### src/rtl/usb_desc_reader.sv
// EP0 GET_DESCRIPTOR responder: selects a descriptor from the ROM table and streams it in MAXPKT chunks.
// Optional feature: define USB_DESC_OTHER_SPEED_EN to answer other-speed configuration (type 7) requests.
module usb_desc_reader #(
    parameter int MAXPKT = 64
) (
    input  logic        CLK,
    input  logic        RESET,
    input  logic        i_setup_val,
    input  logic [7:0]  i_bmreqtype,
    input  logic [7:0]  i_breq,
    input  logic [15:0] i_wvalue,
    input  logic [15:0] i_wlength,
    input  logic        i_hs_mode,
    input  logic [9:0]  i_desc_dev_addr,
    input  logic [9:0]  i_desc_qual_addr,
    input  logic [9:0]  i_desc_fscfg_addr,
    input  logic [9:0]  i_desc_hscfg_addr,
    input  logic [9:0]  i_desc_strlang_addr,
    input  logic [9:0]  i_desc_strvendor_addr,
    input  logic [9:0]  i_desc_strproduct_addr,
    input  logic [9:0]  i_desc_strserial_addr,
    input  logic [7:0]  i_desc_dev_len,
    input  logic [7:0]  i_desc_qual_len,
    input  logic [7:0]  i_desc_fscfg_len,
    input  logic [7:0]  i_desc_hscfg_len,
    input  logic [7:0]  i_desc_strvendor_len,
    input  logic [7:0]  i_desc_strproduct_len,
    input  logic [7:0]  i_desc_strserial_len,
    input  logic        i_descrom_have_strings,
    output logic [9:0]  o_descrom_raddr,
    input  logic [7:0]  i_descrom_rdat,
    output logic [7:0]  o_tx_dat,
    output logic        o_tx_val,
    input  logic        i_tx_rdy,
    output logic        o_tx_last,
    output logic        o_tx_zlp,
    input  logic        i_pkt_ack,
    input  logic        i_pkt_retry,
    input  logic        i_status_done,
    output logic        o_busy,
    output logic        o_stall
);

    localparam int PKT_W = $clog2(MAXPKT);
    localparam logic [7:0] STRLANG_LEN = 8'd4;

    typedef enum logic [2:0] {
        S_IDLE, S_LOOKUP, S_SEND, S_WAIT_ACK, S_ZLP, S_DONE, S_STALL
    } state_t;

    state_t state, state_nx;

    logic [7:0]  req_type, req_code;
    logic [15:0] req_value, req_length;
    logic [9:0]  desc_base;
    logic [15:0] xfer_len, pkt_base, offset;
    logic        zlp_need, zlp_sent;

    logic        is_other, cfg_want_hs, cfg_use_hs;
    logic [9:0]  cfg_addr, sel_addr;
    logic [7:0]  cfg_len, sel_len;
    logic        sel_known, sel_stall, sel_zlp;
    logic [15:0] sel_len16, sel_n;
    logic        pkt_ack, pkt_retry, byte_fire;

`ifdef USB_DESC_OTHER_SPEED_EN
    logic other_speed;
    assign is_other = (req_value[15:8] == 8'd7);
`else
    assign is_other = 1'b0;
`endif

    // An empty config slot falls back to the other speed's descriptor.
    assign cfg_want_hs = i_hs_mode ^ is_other;
    assign cfg_use_hs  = cfg_want_hs ? (i_desc_hscfg_len != 8'd0) : (i_desc_fscfg_len == 8'd0);
    assign cfg_addr    = cfg_use_hs ? i_desc_hscfg_addr : i_desc_fscfg_addr;
    assign cfg_len     = cfg_use_hs ? i_desc_hscfg_len  : i_desc_fscfg_len;

    // NOTE: every always_comb output gets a default first, so no path can infer a latch.
    always_comb begin
        sel_addr  = '0;
        sel_len   = '0;
        sel_known = 1'b1;
        case (req_value[15:8])
            8'd1: begin sel_addr = i_desc_dev_addr;  sel_len = i_desc_dev_len;  end
            8'd2: begin sel_addr = cfg_addr;         sel_len = cfg_len;         end
            8'd6: begin sel_addr = i_desc_qual_addr; sel_len = i_desc_qual_len; end
`ifdef USB_DESC_OTHER_SPEED_EN
            8'd7: begin sel_addr = cfg_addr;         sel_len = cfg_len;         end
`endif
            8'd3: begin
                if (!i_descrom_have_strings) begin
                    sel_known = 1'b0;
                end else begin
                    case (req_value[7:0])
                        8'd0: begin sel_addr = i_desc_strlang_addr;    sel_len = STRLANG_LEN;           end
                        8'd1: begin sel_addr = i_desc_strvendor_addr;  sel_len = i_desc_strvendor_len;  end
                        8'd2: begin sel_addr = i_desc_strproduct_addr; sel_len = i_desc_strproduct_len; end
                        8'd3: begin sel_addr = i_desc_strserial_addr;  sel_len = i_desc_strserial_len;  end
                        default: sel_known = 1'b0;
                    endcase
                end
            end
            default: sel_known = 1'b0;
        endcase
    end

    assign sel_stall = !sel_known || (sel_len == 8'd0) || (req_type != 8'h80) || (req_code != 8'h06);
    assign sel_len16 = {8'h00, sel_len};
    assign sel_n     = (req_length < sel_len16) ? req_length : sel_len16;
    assign sel_zlp   = (sel_n < req_length) && (sel_n[PKT_W-1:0] == '0);

    assign byte_fire = (state == S_SEND) && i_tx_rdy;
    assign pkt_ack   = (state == S_WAIT_ACK) && i_pkt_ack;
    assign pkt_retry = (state == S_WAIT_ACK) && !i_pkt_ack && i_pkt_retry;

    always_comb begin
        state_nx = state;
        case (state)
            S_LOOKUP: begin
                if (sel_stall)                 state_nx = S_STALL;
                else if (req_length == 16'd0)  state_nx = S_IDLE;
                else if (sel_n == 16'd0)       state_nx = S_ZLP;
                else                           state_nx = S_SEND;
            end
            S_SEND: begin
                if (i_status_done)                 state_nx = S_IDLE;
                else if (byte_fire && o_tx_last)   state_nx = S_WAIT_ACK;
            end
            S_WAIT_ACK: begin
                if (i_status_done)                 state_nx = S_IDLE;
                else if (pkt_ack) begin
                    if (offset < xfer_len)         state_nx = S_SEND;
                    else if (zlp_need && !zlp_sent) state_nx = S_ZLP;
                    else                           state_nx = S_DONE;
                end else if (pkt_retry) begin
                    state_nx = zlp_sent ? S_ZLP : S_SEND;
                end
            end
            S_ZLP:  state_nx = i_status_done ? S_IDLE : S_WAIT_ACK;
            S_DONE: if (i_status_done) state_nx = S_IDLE;
            default: state_nx = state;
        endcase
        if (i_setup_val) state_nx = S_LOOKUP;
    end

    // NOTE: sequential state is written only with non-blocking assignments.
    always_ff @(posedge CLK or posedge RESET) begin
        if (RESET) state <= S_IDLE;
        else       state <= state_nx;
    end

    always_ff @(posedge CLK or posedge RESET) begin
        if (RESET) begin
            req_type        <= '0;
            req_code        <= '0;
            req_value       <= '0;
            req_length      <= '0;
            desc_base       <= '0;
            o_descrom_raddr <= '0;
            xfer_len        <= '0;
            pkt_base        <= '0;
            offset          <= '0;
            zlp_need        <= 1'b0;
            zlp_sent        <= 1'b0;
`ifdef USB_DESC_OTHER_SPEED_EN
            other_speed     <= 1'b0;
`endif
        end else begin
            if (i_setup_val) begin
                req_type   <= i_bmreqtype;
                req_code   <= i_breq;
                req_value  <= i_wvalue;
                req_length <= i_wlength;
            end
            case (state)
                S_LOOKUP: begin
                    desc_base       <= sel_addr;
                    o_descrom_raddr <= sel_addr;
                    xfer_len        <= sel_n;
                    zlp_need        <= sel_zlp;
                    pkt_base        <= '0;
                    offset          <= '0;
                    zlp_sent        <= 1'b0;
`ifdef USB_DESC_OTHER_SPEED_EN
                    other_speed     <= is_other;
`endif
                end
                S_SEND: begin
                    if (i_tx_rdy) begin
                        offset          <= offset + 16'd1;
                        o_descrom_raddr <= o_descrom_raddr + 10'd1;
                    end
                end
                S_WAIT_ACK: begin
                    if (pkt_ack) begin
                        pkt_base <= offset;
                    end else if (pkt_retry) begin
                        offset          <= pkt_base;
                        o_descrom_raddr <= desc_base + pkt_base[9:0];
                    end
                end
                S_ZLP: zlp_sent <= 1'b1;
                default: ;
            endcase
        end
    end

    assign o_tx_val  = (state == S_SEND);
    assign o_tx_zlp  = (state == S_ZLP);
    assign o_stall   = (state == S_STALL);
    assign o_busy    = (state == S_LOOKUP) || (state == S_SEND) || (state == S_WAIT_ACK) ||
                       (state == S_ZLP) || (state == S_DONE);
    assign o_tx_last = (state == S_SEND) &&
                       (((offset - pkt_base) == 16'(MAXPKT - 1)) || (offset == xfer_len - 16'd1));

`ifdef USB_DESC_OTHER_SPEED_EN
    // Other-speed requests report bDescriptorType 7 in place of the stored config type.
    assign o_tx_dat = (other_speed && offset == 16'd1) ? 8'h07 : i_descrom_rdat;
`else
    assign o_tx_dat = i_descrom_rdat;
`endif

endmodule

### config.mk
export PLATFORM = sky130hd
export DESIGN_NAME = usb_desc_reader
export DESIGN_NICKNAME = d
export VERILOG_FILES = /design/src/rtl/usb_desc_reader.sv
export SDC_FILE = /design/constraint.sdc
export NUM_CORES = 1
export LEC_CHECK = 0
export CORE_ASPECT_RATIO = 1.4
export CORE_UTILIZATION = 51
export CTS_CLUSTER_DIAMETER = 100
export CTS_CLUSTER_SIZE = 8
export DETAILED_ROUTE_END_ITERATION = 8
export PLACE_DENSITY = 0.81
export SLEW_MARGIN = 5
export SYNTH_ARGS = -nofsm -noshare
export SYNTH_HDL_FRONTEND = slang
export SYNTH_SLANG_ARGS = --single-unit
### constraint.sdc
create_clock -name CLK -period 5.3 [get_ports CLK]
set_clock_uncertainty 0.15 [all_clocks]
set_input_delay 1.06 -clock CLK [delete_from_list [all_inputs] [get_ports CLK]]
set_output_delay 1.06 -clock CLK [all_outputs]
set_load 0.01 [all_outputs]
==> flow_summary.toml, run 1 <==
[run_status]
outcome = "completed"

[critical_path]
crit_path_start_kind = "primary input"
worstSetupPathType = "in2reg"
cp-end-kind = "flop"
path_max_fanout = 6
cp.required_ns = 5.44
critPathArrivalTime_ns = 5.40

[logic_synthesis]
syn-num-nets = 1331
ys_seq_elements = 121
synth_flop_cell = "dfrtp_1"
synth_area_leader_cell = "dfrtp_1"
synth_async_sr_flop_share_pct = 100.0
ys_seq_area_share_pct = 31.93
synth_area_um2 = 9482
netlist_instances = 1070
synth_top_area_share_pct = 31.93
yosys-top-cells-area = "dfrtp_1 32%, ha_1 7.7%, mux2_2 6.4%"
yosysUniqueCellTypes = 87
synth_area_per_cell_um2 = 8.861
yosysWarnings = 0
synth_edf_count = 0

[timing]
clock.fmax_mhz = 189.9
relSlewSlack_pct = 32.31
finalHoldViolCount = 0
setup_violations = 0
worstMarginPinSlew_ns = 1.015
slew_violations = 0
period_needed_ns = 5.267
finalCritPeriodShare_pct = 99.38
whs_ns = 0.3421

[finish]
nNetsFinal = 1552
drive_above_1_share_pct = 15.64
syn_to_final_growth_pct = 35.14
final_util_pct = 70.91
final_area_um2 = 12810

[global_routing]
grt_max_degree = 64
grt_pass1_vias = 9366
antenna_found_initial = 2
grt_pass1_wl_mm = 46.70
grt_usage_pct = 31.85
globalRoute.totalOverflow = 0

[clocking]
cts_made_buffers = 17
cts_tree = "done"
cts.sinks = 121
cts.clk_slew.worst_paths_ns = 0.06
cts_root_buf = "clkbuf_16"
cts_max_level = 4
clk_path_buf_depth = 2
worstSkewPairLatency_ns = 0.43

[drt]
post-route-drc-count = 0
ant_nets = 0
drt-initial-drc-count = 595
via_per_inst = 6.027
drt-total-wl_mm = 29.57
wl_per_cell_um = 19.14
num_vias = 9312
drt_first_pass_iters = 5

[placed_design]
hpwl_mm = 22.44
gp_congestion = 0.9185
port-buffer-count = 207
place_area_um2 = 12010

[power]
p_per_area_nw_per_um2 = 261.6
leakage_nw = 5.395
ir_drop_uv = 230.3

[floorplanning]
io_pins = 224
core_um2 = 18070
die_h_um = 163.3
rows = 58
dieArea_um2 = 19150
initial_core_util_pct = 52.47
die_x_um = 117.2

[flow_run]
cap_violations = 0

[worst_hold_path]
min_path_type = "reg2reg"
## per-layer routing
layer | vias to the layer above | track usage, % | wire length (um)
li1 | 4377 | - | -
met1 | 4479 | 37.48 | 11480
met2 | 357 | 55.59 | 15160
met3 | 97 | 5.640 | 1704
met4 | 2 | 14.44 | 1217
met5 | - | 0 | 10
## stage by stage
step | setup TNS (ns) | setup slack, ns | cells | total power [mW]
floorplan | 0 | 0.06039 | 1070 | 1.705
CTS | 0 | 0.03097 | 1538 | 3.345
detailed placement | -0.4907 | -0.4907 | 1506 | 2.132
global placement | -0.3477 | -0.3477 | 1506 | 2.117
global route | -0.1586 | -0.1586 | 1545 | 3.499
finish | 0 | 0.03286 | 1545 | 3.352
## final timing paths
kind | from | slack (ns) | depth (start not counted) | to
min in group asynchronous | RESET | 1.01 | 2 | state[0]$_DFFE_PP0P_
worst min register to register | desc_base[3]$_DFFE_PP0P_ | 0.34 | 2 | desc_base[3]$_DFFE_PP0P_
worst max register to register | req_value[15]$_DFFE_PP0P_ | 0.30 | 19 | zlp_need$_DFFE_PP0P_
max in group asynchronous | RESET | 3.07 | 3 | req_length[4]$_DFFE_PP0P_
worst max-delay path | i_desc_hscfg_len[4] | 0.03 | 20 | zlp_need$_DFFE_PP0P_
worst min-delay path | desc_base[3]$_DFFE_PP0P_ | 0.34 | 2 | desc_base[3]$_DFFE_PP0P_
## flip-flops by register name, summed over array words and instances (netlist names)
name and count:
offset 16, pkt_base 16, req_length 16, req_value 16
xfer_len 16, desc_base 10, o_descrom_raddr 10, req_code 8
req_type 8, state 3, zlp_need 1, zlp_sent 1
## cell usage after synthesis (15+ instances only)
cell type / count
inv_1: 62
clkbuf_1: 53
and3_1: 15
a22oi_1: 23
nor2_1: 69
nand3_1: 24
o21ai_0: 75
ha_1: 58
xnor2_1: 33
a21oi_1: 39
o31ai_1: 22
nand2_1: 104
nor3_1: 21
dfrtp_1: 121
nand4_1: 19
xor2_1: 18
mux2i_1: 19
mux2_2: 54
## placed cells by master (no fill, tap or decap), types with 9 or more instances in the layout
master	Yosys	routed
nand4_1	19	19
o31ai_1	22	22
o21ai_0	75	74
nor4_1	14	13
and2_1	12	11
a22o_1	13	13
nand3_1	24	24
xor2_1	18	18
a22oi_1	23	20
nor3b_1	10	10
clkbuf_16	0	18
mux2i_1	19	19
dfrtp_1	121	121
clkdlybuf4s50_1	0	198
nor2_1	69	62
o211ai_1	13	13
inv_1	62	60
nor3_1	21	21
mux4_2	9	9
nor2b_1	14	14
ha_1	58	57
a21oi_1	39	37
mux2_2	54	53
and3_1	15	15
xnor2_1	33	33
nand2_1	104	103
buf_4	9	62
## worst max-delay path, cell delays in order
cell,delay (ns)
clkdlybuf4s50_1,0.43
or4_4,0.43
o21a_4,0.22
nor2_4,0.11
buf_6,0.11
mux2_2,0.33
a22oi_2,0.22
ha_1,0.20
nand4_1,0.17
nor2_2,0.22
nand2_2,0.10
o21ai_4,0.29
and2_4,0.21
nor2_1,0.04
ha_2,0.30
o21a_1,0.12
nor2_1,0.05
or4_4,0.48
o211ai_1,0.19
a31oi_1,0.11
## power by group
group	total (mW)	leakage, nW	internal (mW)	switching (mW)
clock network	1.21	0.295	0.775	0.438
registers	1.10	1.57	1.00	0.0935
logic	1.04	3.53	0.462	0.580
total	3.35	5.39	2.24	1.11
## layout make-up
| cell class | instances | area (um2) |
|---|---|---|
| diodes | 1 | 2.502 |
| clock buffers | 21 | 470.5 |
| clock inverters | 11 | 145.1 |
| fillers | 1406 | 5256 |
| inverters | 64 | 242.7 |
| multi-input cells | 815 | 6020 |
| flip-flops and latches | 121 | 3028 |
| well taps | 240 | 300.3 |
| repair buffers | 272 | 2605 |
## repair_timing
action | CTS | global route
pin swaps | 1 | 17
gates cloned | 0 | 1
setup endpoints to repair | 2 | 1
setup buffers | 0 | 5
resized for setup | 5 | 31
hold buffers | 0 | 0
## logic make-up (layout without fill, tap and decap cells)
family                     Yosys count  in the layout  synth area share, %
muxes                               83             83                10.68
DFF                                121            121                31.93
buffers and inverters              134            368                5.780
other                                0              1                    0
adders and majority gates           60             60                8.076
AOI/OAI and AO/OA                  269            269                19.45
xor gates and xnor gates            51             51                4.711
and+or+nand+nor                    352            352                19.37
(Power assumes the default switching activity.)
==> inputs of run 2 (changes only) <==
--- a/config.mk
+++ b/config.mk
@@ -10,6 +10,7 @@
 export CTS_CLUSTER_DIAMETER = 100
 export CTS_CLUSTER_SIZE = 8
 export DETAILED_ROUTE_END_ITERATION = 8
+export HOLD_SLACK_MARGIN = 0.03
 export PLACE_DENSITY = 0.81
 export SLEW_MARGIN = 5
 export SYNTH_ARGS = -nofsm -noshare
==> results of run 2 <==
The final DEF is identical to that of run 1; final timing and power are the same.
==> inputs of run 3 (changes only) <==
--- a/config.mk
+++ b/config.mk
@@ -5,6 +5,8 @@
 export SDC_FILE = /design/constraint.sdc
 export NUM_CORES = 1
 export LEC_CHECK = 0
+export ABC_AREA = 1
+export ABC_CLOCK_PERIOD_IN_PS = 5300
 export CORE_ASPECT_RATIO = 1.4
 export CORE_UTILIZATION = 51
 export CTS_CLUSTER_DIAMETER = 100
==> flow_summary.toml, run 3 <==
[global_routing]
grt_pass1_wl_mm = 47.60
grt_usage_pct = 32.46
antenna_found_initial = 0
grt_pass1_vias = 10100
globalRoute.totalOverflow = 0
grt_max_degree = 82

[floorplanning]
io_pins = 224
core_um2 = 18070
initial_core_util_pct = 52.34
rows = 58
dieArea_um2 = 19100
die_h_um = 163.1
die_x_um = 117.1

[logic_synthesis]
synth-compound-area-share_pct = 17.30
synthAdderAreaFrac_pct = 8.096
ys_seq_area_share_pct = 32.01
yosysUniqueCellTypes = 56
synth_area_per_cell_um2 = 6.929
synth_area_um2 = 9458
synth_most_common_cell = "nand2_1"
synth_area_leader_cell = "dfrtp_1"
yosys-top-cells-count = "345 x nand2_1, 179 x inv_1, 121 x dfrtp_1, 119 x o21ai_0, 103 x nand3_1"
synth_simple_gate_area_share_pct = 29.49
syn-num-nets = 1626
netlist_instances = 1365
synth_edf_count = 0
synth_top_area_share_pct = 32.01
yosys-top-cells-area = "dfrtp_1 32%, nand2_1 14%, ha_1 7.7%"
yosysWarnings = 0
ys_seq_elements = 121
synthMuxAreaShare_pct = 0.2381
synth_xor_area_share_pct = 2.963
synth_async_sr_flop_share_pct = 100.0
synth_flop_cell = "dfrtp_1"
synth_top_family_by_area = "simple AND/OR/NAND/NOR gates"

[finish]
n_antenna_cell = 0
syn_to_final_growth_pct = 30.16
layout_commonest_cell = "nand2_1"
nNetsFinal = 1821
final_util_pct = 68.13
finalNonFillerCells = 1813
final_cell_mix = "345 x nand2_1, 206 x clkdlybuf4s50_1, 178 x inv_1"
drive_above_1_share_pct = 5.849

[clocking]
cts_hold_buf = 0
cts_root_buf = "clkbuf_16"
cts_made_buffers = 17
worstSkewPairLatency_ns = 0.43
cts_tree = "done"
cts_max_level = 4
postCtsSetupBuffers = 0
clk_path_buf_depth = 2
cts_resized = 0
cts.sinks = 121
cts.clk_slew.worst_paths_ns = 0.06

[worst_hold_path]
holdCritStartpoint = "req_type[7]$_DFFE_PP0P_"
min_path_type = "reg2reg"
hold_depth = 2
hold_end = "req_type[7]$_DFFE_PP0P_"

[critical_path]
max_stage_delay_ns = 0.55
cp.required_ns = 4.09
ff2ff_setup_slack_ns = 0.92
path_max_fanout = 6
cp-end-kind = "primary output"
crit_buf_inv = 4
cp_num_cells = 16
cp_top_family = "buffers and inverters"
rr_worst_depth = 22
worstSetupPathType = "reg2out"
reg2reg_from = "req_value[12]$_DFFE_PP0P_"
path_cells = "inv_1 -> ha_1 -> inv_1 -> fa_1 -> nand3_1 -> nand2_1 -> nand3_1 -> nand4_1 -> nand2_1 -> inv_1 -> o21ai_0 -> o21ai_0 -> o21ai_0 -> nand4_1 -> a21oi_1 -> clkdlybuf4s50_1"
crit_path_start_kind = "flop"
reg2reg_to = "zlp_need$_DFFE_PP0P_"
critPathArrivalTime_ns = 3.72
crit_path_top_delay_cell = "clkdlybuf4s50_1"

[drt]
ant_nets = 0
drt-initial-drc-count = 610
num_vias = 9991
drt-total-wl_mm = 29.20
post-route-drc-count = 0
via_per_inst = 5.511
wl_per_cell_um = 16.10
drt_first_pass_iters = 5

[timing]
clock.fmax_mhz = 202.8
relSlewSlack_pct = 42.81
worstMarginPinSlew_ns = 0.8578
setup_violations = 0
slew_violations = 0
whs_ns = 0.3209
finalHoldViolCount = 0
finalCritPeriodShare_pct = 93.05
rsz0062_at_grt = "no"
period_needed_ns = 4.932

[power]
p_per_area_nw_per_um2 = 290.0
finalPower_mw = 3.569
leakage_nw = 5.719
ir_drop_uv = 205.2

[run_status]
outcome = "completed"

[flow_run]
cap_violations = 0

[placed_design]
gp_congestion = 0.9358
hpwl_mm = 23.20
port-buffer-count = 207
dp.cells = 1781
run 3: cell count changes in the layout (fill, tap and decap cells not counted), sizes merged, moves of 25 or more:
| cell | change |
|---|---|
| inv | +121 |
| nor2 | +29 |
| o21ai | +43 |
| nand3 | +78 |
| o22ai | +25 |
| mux2 | -53 |
| buf | -42 |
| nand2 | +245 |
| xnor2 | -26 |
run 3: per-stage QoR:
step,setup WS [ns],cell area [um2],setup TNS (ns)
4_1_cts,0.3349,12300,0
3_5_place_dp,-0.01253,11750,-0.01253
3_3_place_gp,0.2047,11750,0
2_1_floorplan,0.7487,9458,0
6_report,0.3684,12310,0
5_1_grt,0.02470,12310,0
run 3: layout make-up:
class	count	area, um2
multi-input cells	1008	5508
clock buffers	19	432.9
repair buffers	229	2232
clock inverters	13	120.1
inverters	183	689.4
fillers	1527	5759
flip-flops and latches	121	3028
well taps	240	300.3
run 3: how the worst max path moves through the flow:
stage                          start              endpoint  slack, ns
3_5_place_dp     i_desc_hscfg_len[6]  zlp_need$_DFFE_PP0P_      -0.01
6_report       offset[0]$_DFFE_PP0P_             o_tx_last       0.37
4_1_cts        offset[0]$_DFFE_PP0P_             o_tx_last       0.33
2_1_floorplan    i_desc_hscfg_len[4]  zlp_need$_DFFE_PP0P_       0.75
3_3_place_gp     i_desc_hscfg_len[5]  zlp_need$_DFFE_PP0P_       0.20
5_1_grt        offset[0]$_DFFE_PP0P_             o_tx_last       0.02
run 3: kinds of logic after synthesis:
family / Yosys count
compound gates: 275
mux: 2
buf+inv: 236
simple gates: 639
flops: 121
fa+ha+maj: 60
xor+xnor: 32
run 3: layer usage:
metal	up-vias	global-route usage [%]	part of all wire, %	wire length, um
li1	4964	-	-	-
met2	363	57.26	51	14900
met5	-	0	0	0
met1	4573	36.00	38	11180
met3	91	7.124	6.5	1896
met4	0	16.86	4.2	1222
run 3: power by group:
group | leakage, nW | internal (mW) | total [mW] | switching [mW]
clock network | 0.252 | 0.645 | 1.08 | 0.438
logic | 3.88 | 0.529 | 1.38 | 0.850
registers | 1.58 | 1.03 | 1.11 | 0.0818
run 3: tightest hold or removal path: cells and delay by family, from the launching register on:
| kind | cells | cell delay (ns) |
|---|---|---|
| DFF | 1 | 0.34 |
| and+or+nand+nor | 2 | 0.09 |
